File: src/rtl/pmp_pkg.sv
// Shared types and constants for the PMP load/store gate.
// Cause codes follow the privileged-spec mcause encoding.
package pmp_pkg;

  typedef enum logic [2:0] {
    ST_IDLE,
    ST_CHECK,
    ST_MEM_REQ,
    ST_MEM_WAIT,
    ST_RESP
  } gate_state_t;

  typedef enum logic [1:0] {
    SZ_BYTE = 2'd0,
    SZ_HALF = 2'd1,
    SZ_WORD = 2'd2,
    SZ_BAD  = 2'd3
  } mem_size_t;

  typedef struct packed {
    logic       l;
    logic [1:0] rsv;
    logic [1:0] a;
    logic       x;
    logic       w;
    logic       r;
  } pmpcfg_t;

  localparam logic [3:0] CAUSE_LD_MISALIGN = 4'd4;
  localparam logic [3:0] CAUSE_LD_ACCESS   = 4'd5;
  localparam logic [3:0] CAUSE_ST_MISALIGN = 4'd6;
  localparam logic [3:0] CAUSE_ST_ACCESS   = 4'd7;

  function automatic logic [4:0] size_bytes(
    input logic [1:0] sz
  );
    unique case (sz)
      SZ_BYTE: size_bytes = 5'd1;
      SZ_HALF: size_bytes = 5'd2;
      SZ_WORD: size_bytes = 5'd4;
      default: size_bytes = 5'd0;
    endcase
  endfunction

  function automatic logic misaligned(
    input logic [1:0] sz,
    input logic [1:0] a
  );
    unique case (sz)
      SZ_BYTE: misaligned = 1'b0;
      SZ_HALF: misaligned = a[0];
      SZ_WORD: misaligned = |a;
      default: misaligned = 1'b1;
    endcase
  endfunction

endpackage

File: src/rtl/pmp_load_align.sv
// Byte-lane steering: store shift/byte enables and load
// shift with sign or zero extension.
module pmp_load_align
  import pmp_pkg::*;
(
  input  logic [1:0]  addr_lo,
  input  logic [1:0]  size,
  input  logic        is_unsigned,
  input  logic [31:0] wdata,
  input  logic [31:0] rdata,
  output logic [3:0]  be,
  output logic [31:0] wdata_sh,
  output logic [31:0] rdata_ext
);

  logic [4:0]  sh_amt;
  logic [31:0] rd_sh;

  assign sh_amt   = {addr_lo, 3'b000};
  assign wdata_sh = wdata << sh_amt;
  assign rd_sh    = rdata >> sh_amt;

  always_comb begin
    be        = 4'b1111;
    rdata_ext = rd_sh;
    unique case (size)
      SZ_BYTE: begin
        be        = 4'b0001 << addr_lo;
        rdata_ext = is_unsigned ?
                    {24'd0, rd_sh[7:0]} :
                    {{24{rd_sh[7]}}, rd_sh[7:0]};
      end
      SZ_HALF: begin
        be        = 4'b0011 << addr_lo;
        rdata_ext = is_unsigned ?
                    {16'd0, rd_sh[15:0]} :
                    {{16{rd_sh[15]}}, rd_sh[15:0]};
      end
      default: begin
        be        = 4'b1111;
        rdata_ext = rd_sh;
      end
    endcase
  end

endmodule

File: src/rtl/pmp_mem_gate.sv
// Single-outstanding LSU gate between PMP checker and data bus.
// Define PMP_FAULT_STATS_EN to add the saturating fault_cnt output.
module pmp_mem_gate
  import pmp_pkg::*;
#(
  parameter int XLEN         = 32,
  parameter int CHECK_CYCLES = 1
) (
  input  logic            clk,
  input  logic            rst_n,
  input  logic [1:0]      priv_mode,
  input  logic            flush,
  input  logic            req_valid,
  output logic            req_ready,
  input  logic [XLEN-1:0] req_addr,
  input  logic [XLEN-1:0] req_wdata,
  input  logic            req_we,
  input  logic [1:0]      req_size,
  input  logic            req_unsigned,
  output logic [XLEN-1:0] pmp_addr,
  output logic [4:0]      pmp_size,
  output logic [1:0]      pmp_priv,
  input  logic [1:0]      pmp_perm,
  output logic            mem_valid,
  input  logic            mem_ready,
  output logic [XLEN-1:0] mem_addr,
  output logic [XLEN-1:0] mem_wdata,
  output logic            mem_we,
  output logic [3:0]      mem_be,
  input  logic            mem_rvalid,
  input  logic [XLEN-1:0] mem_rdata,
  output logic            rsp_valid,
  output logic [XLEN-1:0] rsp_rdata,
  output logic            rsp_fault,
  output logic [3:0]      rsp_cause,
  output logic [XLEN-1:0] rsp_tval
`ifdef PMP_FAULT_STATS_EN
  ,
  output logic [31:0]     fault_cnt
`endif
);

  gate_state_t     state;
  logic [XLEN-1:0] addr_q;
  logic [XLEN-1:0] wdata_q;
  logic            we_q;
  logic [1:0]      size_q;
  logic            uns_q;
  logic [1:0]      cnt;
  logic            kill;
  logic            rsp_q;
  logic            fault_q;
  logic [3:0]      cause_q;
  logic [XLEN-1:0] tval_q;
  logic [XLEN-1:0] rdata_q;

  logic [3:0]      be_w;
  logic [XLEN-1:0] wdata_sh;
  logic [XLEN-1:0] rdata_ext;
  logic            mis;
  logic            perm_ok;
  logic            rsp_fire;
  logic            kill_now;

  pmp_load_align u_align (
    .addr_lo     (addr_q[1:0]),
    .size        (size_q),
    .is_unsigned (uns_q),
    .wdata       (wdata_q),
    .rdata       (mem_rdata),
    .be          (be_w),
    .wdata_sh    (wdata_sh),
    .rdata_ext   (rdata_ext)
  );

  assign mis      = misaligned(size_q, addr_q[1:0]);
  assign perm_ok  = we_q ? pmp_perm[1] : pmp_perm[0];
  assign kill_now = kill | flush;

  // A flush during RESP still has to swallow the pulse.
  assign rsp_fire  = rsp_q & ~flush;
  assign rsp_valid = rsp_fire;
  assign rsp_fault = rsp_fire & fault_q;
  assign rsp_cause = rsp_fire ? cause_q : '0;
  assign rsp_tval  = rsp_fire ? tval_q : '0;
  assign rsp_rdata = rsp_fire ? rdata_q : '0;

  always_ff @(posedge clk or negedge rst_n) begin
    if (!rst_n) begin
      state     <= ST_IDLE;
      req_ready <= 1'b1;
      addr_q    <= '0;
      wdata_q   <= '0;
      we_q      <= 1'b0;
      size_q    <= '0;
      uns_q     <= 1'b0;
      cnt       <= '0;
      kill      <= 1'b0;
      pmp_addr  <= '0;
      pmp_size  <= '0;
      pmp_priv  <= '0;
      mem_valid <= 1'b0;
      mem_addr  <= '0;
      mem_wdata <= '0;
      mem_we    <= 1'b0;
      mem_be    <= '0;
      rsp_q     <= 1'b0;
      fault_q   <= 1'b0;
      cause_q   <= '0;
      tval_q    <= '0;
      rdata_q   <= '0;
    end else begin
      case (state)
        ST_IDLE: begin
          if (req_valid && !flush) begin
            addr_q    <= req_addr;
            wdata_q   <= req_wdata;
            we_q      <= req_we;
            size_q    <= req_size;
            uns_q     <= req_unsigned;
            pmp_addr  <= req_addr;
            pmp_size  <= size_bytes(req_size);
            pmp_priv  <= priv_mode;
            req_ready <= 1'b0;
            cnt       <= '0;
            kill      <= 1'b0;
            state     <= ST_CHECK;
          end
        end
        ST_CHECK: begin
          if (flush) begin
            pmp_addr  <= '0;
            pmp_size  <= '0;
            pmp_priv  <= '0;
            req_ready <= 1'b1;
            state     <= ST_IDLE;
          end else if (cnt == 2'(CHECK_CYCLES - 1)) begin
            pmp_addr <= '0;
            pmp_size <= '0;
            pmp_priv <= '0;
            if (mis || !perm_ok) begin
              rsp_q   <= 1'b1;
              fault_q <= 1'b1;
              tval_q  <= addr_q;
              state   <= ST_RESP;
              unique case (1'b1)
                mis && we_q:   cause_q <= CAUSE_ST_MISALIGN;
                mis && !we_q:  cause_q <= CAUSE_LD_MISALIGN;
                !mis && we_q:  cause_q <= CAUSE_ST_ACCESS;
                default:       cause_q <= CAUSE_LD_ACCESS;
              endcase
            end else begin
              mem_valid <= 1'b1;
              mem_addr  <= {addr_q[XLEN-1:2], 2'b00};
              mem_wdata <= wdata_sh;
              mem_we    <= we_q;
              mem_be    <= be_w;
              state     <= ST_MEM_REQ;
            end
          end else begin
            cnt <= cnt + 2'd1;
          end
        end
        ST_MEM_REQ: begin
          if (flush) kill <= 1'b1;
          if (mem_ready) begin
            mem_valid <= 1'b0;
            mem_addr  <= '0;
            mem_wdata <= '0;
            mem_we    <= 1'b0;
            mem_be    <= '0;
            if (!we_q) begin
              state <= ST_MEM_WAIT;
            end else if (kill_now) begin
              req_ready <= 1'b1;
              state     <= ST_IDLE;
            end else begin
              rsp_q   <= 1'b1;
              fault_q <= 1'b0;
              state   <= ST_RESP;
            end
          end
        end
        ST_MEM_WAIT: begin
          if (flush) kill <= 1'b1;
          if (mem_rvalid) begin
            if (kill_now) begin
              req_ready <= 1'b1;
              state     <= ST_IDLE;
            end else begin
              rsp_q   <= 1'b1;
              fault_q <= 1'b0;
              rdata_q <= rdata_ext;
              state   <= ST_RESP;
            end
          end
        end
        ST_RESP: begin
          rsp_q     <= 1'b0;
          fault_q   <= 1'b0;
          cause_q   <= '0;
          tval_q    <= '0;
          rdata_q   <= '0;
          req_ready <= 1'b1;
          state     <= ST_IDLE;
        end
        default: begin
          req_ready <= 1'b1;
          state     <= ST_IDLE;
        end
      endcase
    end
  end

`ifdef PMP_FAULT_STATS_EN
  always_ff @(posedge clk or negedge rst_n) begin
    if (!rst_n) begin
      fault_cnt <= '0;
    end else if (rsp_fire && fault_q && fault_cnt != '1) begin
      fault_cnt <= fault_cnt + 32'd1;
    end
  end
`endif

endmodule

File: config.mk
export PLATFORM = sky130hd
export DESIGN_NAME = pmp_mem_gate
export DESIGN_NICKNAME = d
export VERILOG_FILES = /design/src/rtl/pmp_pkg.sv /design/src/rtl/pmp_load_align.sv /design/src/rtl/pmp_mem_gate.sv
export SDC_FILE = /design/constraint.sdc
export NUM_CORES = 1
export LEC_CHECK = 0
export ABC_AREA = 1
export CORE_MARGIN = 2
export CORE_UTILIZATION = 38
export CTS_CLUSTER_DIAMETER = 50
export DETAILED_ROUTE_END_ITERATION = 7
export PLACE_DENSITY = 0.69
export SLEW_MARGIN = 20
export SYNTH_ARGS = -nofsm -noshare
export SYNTH_HDL_FRONTEND = slang
export SYNTH_SLANG_ARGS = --single-unit
File: constraint.sdc
create_clock -name clk -period 2.37 [get_ports clk]
set_input_delay 0.711 -clock clk [delete_from_list [all_inputs] [get_ports clk]]
set_output_delay 0.711 -clock clk [all_outputs]
set_load 0.05 [all_outputs]
After elaboration in Yosys (flattened, before gate mapping)
Index checks and enable logic that the tools add are counted.

Bits in read-only memories: 0. Memories: 0. Bits in writable memories: 0. Register bits: 254. Bits in latches: 0. Output and inout bits: 180. Logic and storage cells: 174.

Reductions and logical operators: 31. Add/subtract/negate cells: 1. Div/mod/pow operators: 0. $mul: 0. Eq/ne operators: 21. Shift-type cells: 4. Magnitude comparators: 0. Mux-type cells: 91. Bitwise gates (word level): 4.

Operators with widths (number): 32-bit 2-to-1 mux (19); 32-bit one-hot mux with 2 select lines (6); 4-bit 2-to-1 mux (8); 32-bit by 5-bit left shift with 32-bit output (1); 32-bit by 5-bit right shift with 32-bit output (1); 1-bit 2-to-1 mux (25); 3-bit 2-to-1 mux (8); 4-bit one-hot mux with 2 select lines (3); 2-bit inequality test (second input constant) (11); 5-bit 2-to-1 mux (3); 2-bit 2-to-1 mux (6); 1-bit one-hot mux with 4 select lines (3); 3-bit one-hot mux with 4 select lines (1); 4-bit AND reduction (3); 5-bit one-hot mux with 2 select lines (1); 5-bit AND reduction (2); 2-bit nonzero test (5); 3-bit one-hot mux with 3 select lines (1); 3-bit AND reduction (3); 2-bit one-hot mux with 2 select lines (2); 7-bit AND reduction (1); 3-bit by 2-bit == test with 1-bit output (second input constant) (2); 2-bit logical NOT (3); 1-bit one-hot mux with 2 select lines (3); 21 further kinds (31).

Longest topological paths before layout
Gate-level depths: netlist of run 1.

Depth in word-level cells: 9. Gate-level depth with buffers: 11. Mapped depth without buffers: 9.

Hierarchy
A second synthesis of run 1 with hierarchy kept.

Cell total of the unflattened synthesis: 1418. Area, all modules: 11418.5 um^2.

Modules (own cells, without submodules): pmp_mem_gate (cells each 1150, area an instance 10079.7 um^2, instances 1, seq. area each 6232.2 um^2); pmp_load_align (cells each 268, area an instance 1338.8 um^2, instances 1, seq. area each 0.0 um^2).

Worst setup path after synthesis of run 1
No wires, ideal clock.

Path kind: input -> output. Start point: in flush. End point: out rsp_rdata[22]. Path buffers: 2. Required time: 1659 ps. Path slack: -376 ps. Stages on the path: 5. Arrival time: 2035 ps. Cells stage by stage: inv_1 nand2_1 clkbuf_1 clkbuf_1 nor2_1.

Word-level cells in the longest chain between the ends: 3.

RTL lines: from (decl) (RTL line pmp_mem_gate.sv:12) `input logic flush,`; 1-bit inverter (RTL line pmp_mem_gate.sv:81) `assign rsp_fire = rsp_q & ~flush;`; 1-bit AND (RTL line pmp_mem_gate.sv:81); 32-bit 2-to-1 mux (RTL line pmp_mem_gate.sv:86) `assign rsp_rdata = rsp_fire ? rdata_q : '0;`; to (decl) (RTL line pmp_mem_gate.sv:33) `output logic [XLEN-1:0] rsp_rdata,`.

No other way between the ends.

Worst setup path in the final report of run 1
Start point: in flush. End point: out rsp_tval[13].

Word-level cells in the longest chain between the ends: 3.

RTL lines: 1-bit inverter (RTL line pmp_mem_gate.sv:81); 1-bit AND (RTL line pmp_mem_gate.sv:81); 32-bit 2-to-1 mux (RTL line pmp_mem_gate.sv:85) `assign rsp_tval = rsp_fire ? tval_q : '0;`; to (decl) (RTL line pmp_mem_gate.sv:36) `output logic [XLEN-1:0] rsp_tval`.

No other way between the ends.

==> qor.yml, run 1 <==
run_status:
  run_status: "finished with violations"
  failed_checks: "setup timing"
timing:
  hold_viol: 0
  layout_min_cycle_time_ns: 2.42
  worst_slew_margin_rel: 0.435
  hold_slack_ns: 0.0804
  rsz0062_at_grt: "yes"
  max_freq_ghz: 0.414
  timing.final.max_slew_violations: 0
  fin_ws_ns: -0.0457
  min_period_over_period: 1.02
  worst_slew_pin_slew_ns: 0.848
  report.final.setup_viol: 35
  skew_ns: 0.0174
placed_design:
  place.detailed.instances: 2091
  detailedPlacementHpwl_mm: 25.3
  dp_slack_ns: -0.284
  number_of_buffers_added_on_ports: 284
  place_congestion: 0.884
clock_tree:
  clk_transition_reported_paths_ns: 0.06
  cts_buffer_depth: 3
  insertion_delay_ns: 0.56
  clock_root_buffer: "sky130_fd_sc_hd__clkbuf_16"
  cts_made_buffers: 29
  htreeDepth: 1
  cts_tree: "built"
  cts.sink_count: 249
logic_synthesis:
  post_synth_num_cell_types: 32
  synth.ff_latch_count: 249
  synth_top_area_cell: "sky130_fd_sc_hd__dfrtp_1"
  synth.top_cell.area_share: 0.538
  synth_sequential_area_ratio: 0.540
  synthSimpleGateAreaFrac: 0.283
  syn_avg_cell_area_um2: 7.90
  ys_top_cells_by_area: "sky130_fd_sc_hd__dfrtp_1 (54%), sky130_fd_sc_hd__nand2_1 (17%), sky130_fd_sc_hd__o21ai_0 (6.6%)"
  post_synth_mux_area_share: 0
  dominant_combinational_cell_family_by_area_after_synthesis: "simple AND/OR/NAND/NOR gates"
  mappedNetlistArea_um2: 11500
  synthXorXnorAreaFrac: 0
  synthAdderAreaFrac: 0.00108
  syn_inst: 1459
  yosysWarnings: 0
  synth_compound_area_frac: 0.0898
routing:
  drt-initial-drc-count: 769
  drc_viols: 0
  routed_wl_mm: 37.5
  via_per_inst: 5.02
  drt.antenna.violating_nets: 0
  detailroute.via_count: 10800
  pre_antenna_drt_iters: 5
  post_drt_wl_per_cell_um: 17.4
grt:
  grtUsageMet2: 0.382
  gr-usage-all-layers: 0.238
  grt.overflow.total: 0
  most_utilized_layer_in_the_global_route_result: "met2"
  grt_pass1_vias: 10800
  groute.layer.met1.usage: 0.330
  grt_start_max_net_pins: 69
  grt_antenna_before_repair: 1
  groute.layer.met3.usage: 0.0373
  grt_first_pass_wirelength_mm: 59.6
floorplan:
  placementRows: 63
  dieHeight_um: 178
  io-pin-count: 290
  core_area_um2: 29800
  chipWidth_um: 178
  start_util: 0.387
  design.die.area_um2: 31800
layout:
  layout-drive-gt1-share: 0.169
  final_common_cell: "sky130_fd_sc_hd__nand2_1"
  multi_input_comb_area_um2: 4870
  most-common-layout-cells: "sky130_fd_sc_hd__nand2_1 (518), sky130_fd_sc_hd__dfrtp_1 (248), sky130_fd_sc_hd__o21ai_0 (151)"
  final_cell_count_no_fill: 2157
  area_growth_syn_to_layout_pct: 50.7
  design.final.nets: 1856
  num-fill-cells: 2616
  utilization_after_layout: 0.583
  sequential_cell_area_um2: 6230
setup_path:
  worst_setup_path_startpoint: "flush"
  worst-endpoint-required_ns: 1.66
  worst-setup-path-type: "in -> out"
  worstReg2RegStart: "size_q[1]$_DFFE_PN0P_"
  cp_data_arrival_time_ns: 1.70
  startpoint_type: "input port"
  worstPathMaxFanout: 8
  setup.worst_path.end_class: "output port"
min_path:
  hold_class: "in -> async"
pwr:
  power.leakage_nw: 8.67
  irDropWorstVdd_mv: 0.751
  power.total_w: 0.0237
  power_density_nw_per_um2: 1360
job:
  drv.max_cap_violation_count: 0
[path summary, 6_finish.rpt]
| path | to | depth (start not counted) | slack, ns |
|---|---|---|---|
| hold / removal | mem_addr[26]$_DFFE_PN0P_ | 1 | 0.08 |
| setup reg to reg | mem_wdata[17]$_DFFE_PN0P_ | 8 | 0.34 |
| max in group asynchronous | req_ready$_DFFE_PN1P_ | 2 | 1.60 |
| hold reg to reg | pmp_addr[7]$_DFFE_PN0P_ | 2 | 0.46 |
| setup / recovery | rsp_tval[13] | 7 | -0.05 |
| min in group clk | pmp_addr[7]$_DFFE_PN0P_ | 2 | 0.46 |
[layout make-up]
class	count	share of cell area
clock buffers	42	0.0503
flip-flops and latches	249	0.359
diodes	1	0.000144
repair buffers	351	0.247
inverters	136	0.0296
well taps	390	0.0281
multi-input cells	978	0.280
clock inverters	10	0.00598
[timing repair]
| item | CTS | global route |
|---|---|---|
| gates resized for setup | 231 | 1 |
| hold buffers | 0 | 0 |
| endpoints found under the setup margin | 169 | 63 |
| cloned | 8 | 0 |
| pin swaps | 8 | 9 |
| setup buffers | 6 | 1 |
[registers in the layout, summed over array words and instances, names as in the netlist]
register and cells:
rsp_q 1, fault_q 1, cause_q 3, rdata_q 32, wdata_q 32, mem_be 4
addr_q 32, uns_q 1, mem_we 1, size_q 2, pmp_size 3, kill 1
pmp_priv 2, cnt 2, req_ready 1, we_q 1, pmp_addr 32, tval_q 32
state 3, mem_wdata 32, mem_valid 1, mem_addr 30
[metrics by stage]
step           cell area, um^2  TNS [ns]
3_5_place_dp             15800    -17.97
3_3_place_gp             15800    -15.31
2_1_floorplan            11600     -9.51
5_1_grt                  17400     -2.93
4_1_cts                  17400     -2.48
6_report                 17400    -0.653
[worst max-delay path, stage by stage]
cell and delay, ns:
sky130_fd_sc_hd__clkdlybuf4s15_1 0.20, sky130_fd_sc_hd__inv_2 0.09, sky130_fd_sc_hd__nand2_4 0.08, sky130_fd_sc_hd__buf_12 0.17, sky130_fd_sc_hd__buf_16 0.18, sky130_fd_sc_hd__nor2_4 0.11
sky130_fd_sc_hd__buf_12 0.14
[synthesized netlist by cell type (all sizes together)]
cell type  instances
a21oi             14
buf               54
dfrtp            248
a31oi              1
o22ai              8
o21ai            159
nor2             111
nand3             69
clkbuf            46
ha                 1
or2                9
nand2            522
dfstp              1
a211oi             1
nand4             67
nor3               1
inv              136
conb               1
o211ai            10
[cells by family after synthesis]
kind of cell    Yosys count
flops                   249
buf+inv                 236
other cells               1
compound gates          193
fa+ha+maj                 1
simple gates            779
[per-layer routing]
| layer | routed length (um) | vias up |
|---|---|---|
| li1 | - | 5200 |
| met1 | 16400 | 5189 |
| met2 | 17600 | 360 |
| met3 | 2210 | 79 |
| met4 | 1300 | 0 |
| met5 | 0 | - |
[report_power, final]
part | internal, W | switching, W | leakage [nW]
clock | 0.00267 | 0.00181 | 0.485
sequential | 0.00600 | 0.00105 | 3.21
combinational | 0.00381 | 0.00836 | 4.98
Power figures use the tool's default switching activity.
==> run 2, diff against run 1 <==
CORE_UTILIZATION = 50   (was 38)
PLACE_DENSITY = 0.86   (was 0.69)
==> run 2 against run 1 <==
  * The flow still finishes with violations (setup timing)
  * Sequential cell count unchanged
  * Critical path depth shrank 2
  * Clock power grew 1%
  * Largest cell class unchanged
  * Maximum frequency up 0.96%
  * Largest power group unchanged
==> qor.yml, run 2 (same netlist as run 1, synthesis figures left out) <==
timing:
  layout_min_cycle_time_ns: 2.39  # -0.0230 ns
  report.final.setup_viol: 4  # -89%
  skew_ns: 0.0116  # -0.00578 ns
  timing.final.max_slew_violations: 0  # unchanged
  rsz0062_at_grt: "yes"
  max_freq_ghz: 0.418  # +0.96%
  min_period_over_period: 1.01  # -0.00971
  fin_ws_ns: -0.0227  # +0.0230 ns
  worst_slew_pin_slew_ns: 0.716  # -0.132 ns
  hold_viol: 0  # unchanged
  worst_slew_margin_rel: 0.523  # +0.0880
routing:
  detailroute.via_count: 11500  # +5.9%
  post_drt_wl_per_cell_um: 19.3  # +11%
  routed_wl_mm: 39.4  # +5.0%
  drt-initial-drc-count: 1068  # +39%
  drc_viols: 0  # unchanged
  via_per_inst: 5.62  # +12%
  drt.antenna.violating_nets: 0  # unchanged
  pre_antenna_drt_iters: 6  # +1
layout:
  design.final.nets: 1837  # -1.0%
  area_growth_syn_to_layout_pct: 46.1
  final_cell_count_no_fill: 2039  # -5.5%
  utilization_after_layout: 0.744  # +0.161
  postLayoutCellArea_um2: 16800  # -3.0%
  most-common-layout-cells: "sky130_fd_sc_hd__nand2_1 (518), sky130_fd_sc_hd__dfrtp_1 (247), sky130_fd_sc_hd__o21ai_0 (151)"
  final_common_cell: "sky130_fd_sc_hd__nand2_1"
  layout-drive-gt1-share: 0.159  # -0.0104
clock_tree:
  cts.sink_count: 249  # unchanged
  cts_made_buffers: 29  # unchanged
  htreeDepth: 1  # unchanged
  cts_tree: "built"
  insertion_delay_ns: 0.54  # -0.02 ns
  cts_buffer_depth: 3  # unchanged
  clock_root_buffer: "sky130_fd_sc_hd__clkbuf_16"
  holdBufCountCts: 0  # unchanged
  clk_transition_reported_paths_ns: 0.06  # about the same
pwr:
  irDropWorstVdd_mv: 1.09  # +45%
  power.leakage_nw: 8.52  # -1.8%
  power.total_w: 0.0238  # +0.26%
  power_density_nw_per_um2: 1410  # +3.4%
setup_path:
  worst-r2r-cell-count: 8  # unchanged
  crit_top_cell: "sky130_fd_sc_hd__buf_12"
  worst-setup-path-type: "reg -> out"
  timing.rr.end: "mem_addr[7]$_DFFE_PN0P_"
  worst-endpoint-required_ns: 1.66  # about the same
  max_stage_delay_ns: 0.41  # +0.21 ns
  worst-r2r-setup-slack_ns: 0.25  # -0.09 ns
  cp_slowest_cell: "sky130_fd_sc_hd__dfrtp_2"
  setup.worst_path.end_class: "output port"
  worstPathMaxFanout: 7  # -1
  startpoint_type: "register"
  worst_setup_path_startpoint: "rsp_q$_DFFE_PN0P_"
  cp_data_arrival_time_ns: 1.68  # -0.02 ns
  path_cells: "nand2_8 > buf_12 > buf_16 > nor2_4 > buf_12"
  worstReg2RegStart: "size_q[1]$_DFFE_PN0P_"
job:
  drv.max_cap_violation_count: 0  # unchanged
run_status:
  run_status: "finished with violations"
  failed_checks: "setup timing"
min_path:
  hold_class: "in -> async"
grt:
  groute.layer.met1.usage: 0.419  # +0.0891
  grt_start_max_net_pins: 69  # unchanged
  groute.layer.met3.usage: 0.0819  # +0.0446
  grt_pass1_vias: 11500  # +6.1%
  grt.overflow.total: 0  # unchanged
  grt_antenna_before_repair: 5  # +4
  gr-usage-all-layers: 0.324  # +0.0855
  most_utilized_layer_in_the_global_route_result: "met2"
  grt_first_pass_wirelength_mm: 61.8  # +3.7%
  grtUsageMet2: 0.500  # +0.118
floorplan:
  start_util: 0.509  # +0.122
  dieHeight_um: 156  # -13%
  io-pin-count: 290  # unchanged
  chipWidth_um: 156  # -13%
  design.die.area_um2: 24300  # -23%
  core_area_um2: 22600  # -24%
  placementRows: 55  # -13%
placed_design:
  number_of_buffers_added_on_ports: 284  # unchanged
  dp_slack_ns: -0.393  # -0.109 ns
  place_congestion: 0.948  # +7.2%
  post_dp_cell_area_um2: 15600  # -1.5%
  detailedPlacementHpwl_mm: 26.4  # +4.3%
  place.detailed.instances: 1973  # -5.6%
run 2: cell count changes in the layout (fill, tap and decap cells not counted), sizes merged, moves of 2 or more:
cell / before / now
buf: 143 / 129
bufinv: 1 / 3
clkbuf: 42 / 38
clkinvlp: 2 / 4
diode: 1 / 5
dlygate4sd2: 100 / 96
inv: 137 / 140
run 2: metrics by stage:
stage / setup TNS [ns] / hold WS [ns]
floorplan: -9.51 / 0.415
global placement: -27.01 / 0.454
detailed placement: -30.39 / 0.457
CTS: -0.209 / 0.0925
global route: -0.387 / 0.0943
finish: -0.0619 / 0.0804
run 2: worst max-delay path by stage:
stage,endpoint
2_1_floorplan,rsp_rdata[0]
6_report,rsp_rdata[4]
3_5_place_dp,rsp_rdata[16]
4_1_cts,rsp_rdata[20]
5_1_grt,rsp_rdata[4]
3_3_place_gp,rsp_rdata[16]
run 2: final cells by class:
type                       instances  area [um^2]
tap                              285          357
clock inverter                    16          189
clock buffer                      38          790
fill                            1523         5790
timing repair buffer             332         4090
sequential                       249         6230
antenna                            5         12.5
inverter                         136          519
multi-input combinational        978         4650
run 2: power by group:
group	internal [W]	switching, W	leakage, nW
registers	0.00600	0.00114	3.20
clock network	0.00270	0.00183	0.472
logic	0.00365	0.00845	4.84
run 2: repair_timing:
| item | CTS | global route |
|---|---|---|
| pin swaps | 2 | 2 |
| endpoints found under the setup margin | 165 | 111 |
| buffers inserted | 1 | 1 |
| cloned | 5 | 0 |
| resized for setup | 174 | 8 |
run 2: layer usage:
| metal | part of all wire | routed length (um) |
|---|---|---|
| met1 | 0.38 | 15100 |
| met2 | 0.46 | 18200 |
| met3 | 0.094 | 3710 |
| met4 | 0.060 | 2350 |
| met5 | 0 | 0 |
run 2: critical path: cells and delay by family (launching register included):
kind                   cells  cell delay (ns)
buffers and inverters      3             0.46
flip-flops                 1             0.41
AND/OR/NAND/NOR            2             0.26
==> run 3, diff against run 2 <==
CORE_UTILIZATION = 25   (was 50)
PLACE_DENSITY = 0.51   (was 0.86)
==> run 3 against run 2 <==
  * The run still ends with setup timing left
  * Count of clock-buffer cells in the layout grew 13
  * Largest power group unchanged
  * Critical path type is now in -> out
  * Sequential share of layout area down 2.3 points
  * Register-to-register slack better by 0.06 ns
  * Highest routed layer unchanged
  * Sequential cell count did not move
==> qor.yml, run 3 (same netlist as run 1, synthesis figures left out) <==
run_status:
  run_status: "finished with violations"
  failed_checks: "setup timing"
clock_tree:
  cts_tree: "built"
  cts_buffer_depth: 3  # unchanged
  holdBufCountCts: 0  # unchanged
  cts_made_buffers: 39  # +34%
  insertion_delay_ns: 0.54  # about the same
  clk_transition_reported_paths_ns: 0.06  # about the same
  cts.sink_count: 249  # unchanged
  clock_root_buffer: "sky130_fd_sc_hd__clkbuf_16"
  htreeDepth: 2  # +1
grt:
  grt_first_pass_wirelength_mm: 68.3  # +11%
  grt.overflow.total: 0  # unchanged
  gr-usage-all-layers: 0.185  # -0.139
  grt_pass1_vias: 11300  # -1.9%
  grt_start_max_net_pins: 59  # -14%
  grt_antenna_before_repair: 0  # -5
layout:
  most-common-layout-cells: "sky130_fd_sc_hd__nand2_1 (518), sky130_fd_sc_hd__dfrtp_1 (245), sky130_fd_sc_hd__o21ai_0 (151)"
  design.final.nets: 1868  # +1.7%
  final_common_cell: "sky130_fd_sc_hd__nand2_1"
  layout-drive-gt1-share: 0.186  # +0.0269
  final_cell_count_no_fill: 2386  # +17%
  area_growth_syn_to_layout_pct: 56.0
  antennaDiodeCount: 0  # -5
routing:
  routed_wl_mm: 43.9  # +11%
  pre_antenna_drt_iters: 5  # -1
  drc_viols: 0  # unchanged
  via_per_inst: 4.56  # -19%
  post_drt_wl_per_cell_um: 18.4  # -4.8%
  drt.antenna.violating_nets: 0  # unchanged
  drt-initial-drc-count: 801  # -25%
  detailroute.via_count: 10900  # -5.2%
floorplan:
  design.die.area_um2: 47900  # +97%
  io-pin-count: 290  # unchanged
  start_util: 0.254  # -0.256
  chipWidth_um: 219  # +40%
  placementRows: 78  # +42%
  core_area_um2: 45500  # +100%
  dieHeight_um: 219  # +40%
setup_path:
  worst-r2r-setup-slack_ns: 0.31  # +0.06 ns
  cp_slowest_cell: "sky130_fd_sc_hd__clkdlybuf4s15_2"
  worstPathMaxFanout: 15  # +8
  cp.buffers_inverters: 5  # +2
  path_cells: "clkdlybuf4s15_2 > inv_4 > nand2_8 > buf_16 > buf_6 > nor2_4 > buf_12"
  startpoint_type: "input port"
  cp_data_arrival_time_ns: 1.73  # +0.05 ns
  worst-r2r-cell-count: 6  # -2
  worstReg2RegStart: "state[2]$_DFFE_PN0P_"
  timing.rr.end: "tval_q[11]$_DFFE_PN0P_"
  max_stage_delay_ns: 0.21  # -0.20 ns
  category_of_cells_accounting_for_the_largest_share_of_critical_path_delay: "buffers and inverters"
  worst-setup-path-type: "in -> out"
  worst-endpoint-required_ns: 1.66  # about the same
  setup.worst_path.end_class: "output port"
pwr:
  power.total_w: 0.0254  # +7.0%
  power.leakage_nw: 8.83  # +3.6%
  power_density_nw_per_um2: 1410  # +0.20%
  irDropWorstVdd_mv: 0.488  # -55%
timing:
  report.final.setup_viol: 24  # +20
  timing.final.max_slew_violations: 0  # unchanged
  worst_slew_margin_rel: 0.470  # -0.0522
  min_period_over_period: 1.03  # +0.0189
  hold_viol: 0  # unchanged
  skew_ns: 0.0157  # +0.00404 ns
  layout_min_cycle_time_ns: 2.44  # +0.0449 ns
  worst_slew_pin_slew_ns: 0.791  # +0.0753 ns
  max_freq_ghz: 0.410  # -1.8%
  rsz0062_at_grt: "yes"
  fin_ws_ns: -0.0676  # -0.0449 ns
  hold_slack_ns: 0.119  # +0.0387 ns
placed_design:
  place_congestion: 0.833  # -12%
  number_of_buffers_added_on_ports: 284  # unchanged
  detailedPlacementHpwl_mm: 30.1  # +14%
  place.detailed.instances: 2305  # +17%
  dp_slack_ns: -0.290  # +0.104 ns
job:
  drv.max_cap_violation_count: 0  # unchanged
min_path:
  hold_class: "in -> async"
## run 3: cell types whose count changed in the layout (fill, tap and decap cells not counted), moves of 5 or more
cell,previous run,this run
sky130_fd_sc_hd__nor2_4,31,58
sky130_fd_sc_hd__diode_2,5,0
sky130_fd_sc_hd__clkbuf_16,29,43
sky130_fd_sc_hd__buf_4,34,58
sky130_fd_sc_hd__nor2_2,36,14
sky130_fd_sc_hd__nor2_1,44,39
sky130_fd_sc_hd__dlygate4sd2_1,96,86
## run 3: metrics by stage
stage / util / setup TNS (ns) / area, um^2
after CTS: 0.392 / -3.27 / 17800
after detailed placement: 0.354 / -21.74 / 16100
final: 0.396 / -0.565 / 18000
after global placement: 0.354 / -21.06 / 16100
after floorplan: - / -9.51 / 11600
after global routing: 0.396 / -3.24 / 18000
## run 3: timing repair
item,4_1_cts,5_1_grt
buffers inserted,2,1
endpoints found under the setup margin,155,59
pin swaps,2,4
gates cloned,7,3
resized for setup,174,31
## run 3: layout make-up
cell class / count / area [um^2]
multi-input cells: 979 / 4830
inverters: 136 / 518
well taps: 600 / 751
clock inverters: 19 / 260
clock buffers: 51 / 1090
repair buffers: 352 / 4310
flip-flops and latches: 249 / 6240
fillers: 4707 / 27500
## run 3: power by group
part	switching, W	leakage (nW)	internal (W)	total (W)
clock network	0.00214	0.654	0.00382	0.00597
logic	0.00849	4.97	0.00384	0.0123
registers	0.00113	3.20	0.00601	0.00714
## run 3: how the worst max path moves through the flow
stage / startpoint / end / slack, ns / cells after the start
global route: rsp_q$_DFFE_PN0P_ / rsp_tval[17] / -0.11 / 4
finish: flush / rsp_rdata[30] / -0.07 / 7
floorplan: flush / rsp_rdata[0] / -0.17 / 4
CTS: rsp_q$_DFFE_PN0P_ / rsp_tval[14] / -0.13 / 5
detailed placement: flush / rsp_rdata[30] / -0.29 / 7
global placement: flush / rsp_rdata[30] / -0.29 / 7
## run 3: metal layers
metal / routed length, um / share of wire / GRT usage / up-vias
li1: - / - / - / 5242
met1: 19800 / 0.45 / 0.249 / 5279
met2: 21000 / 0.48 / 0.306 / 290
met3: 2110 / 0.048 / 0.0295 / 61
met4: 949 / 0.022 / 0.0554 / 0
met5: 0 / 0 / 0 / -
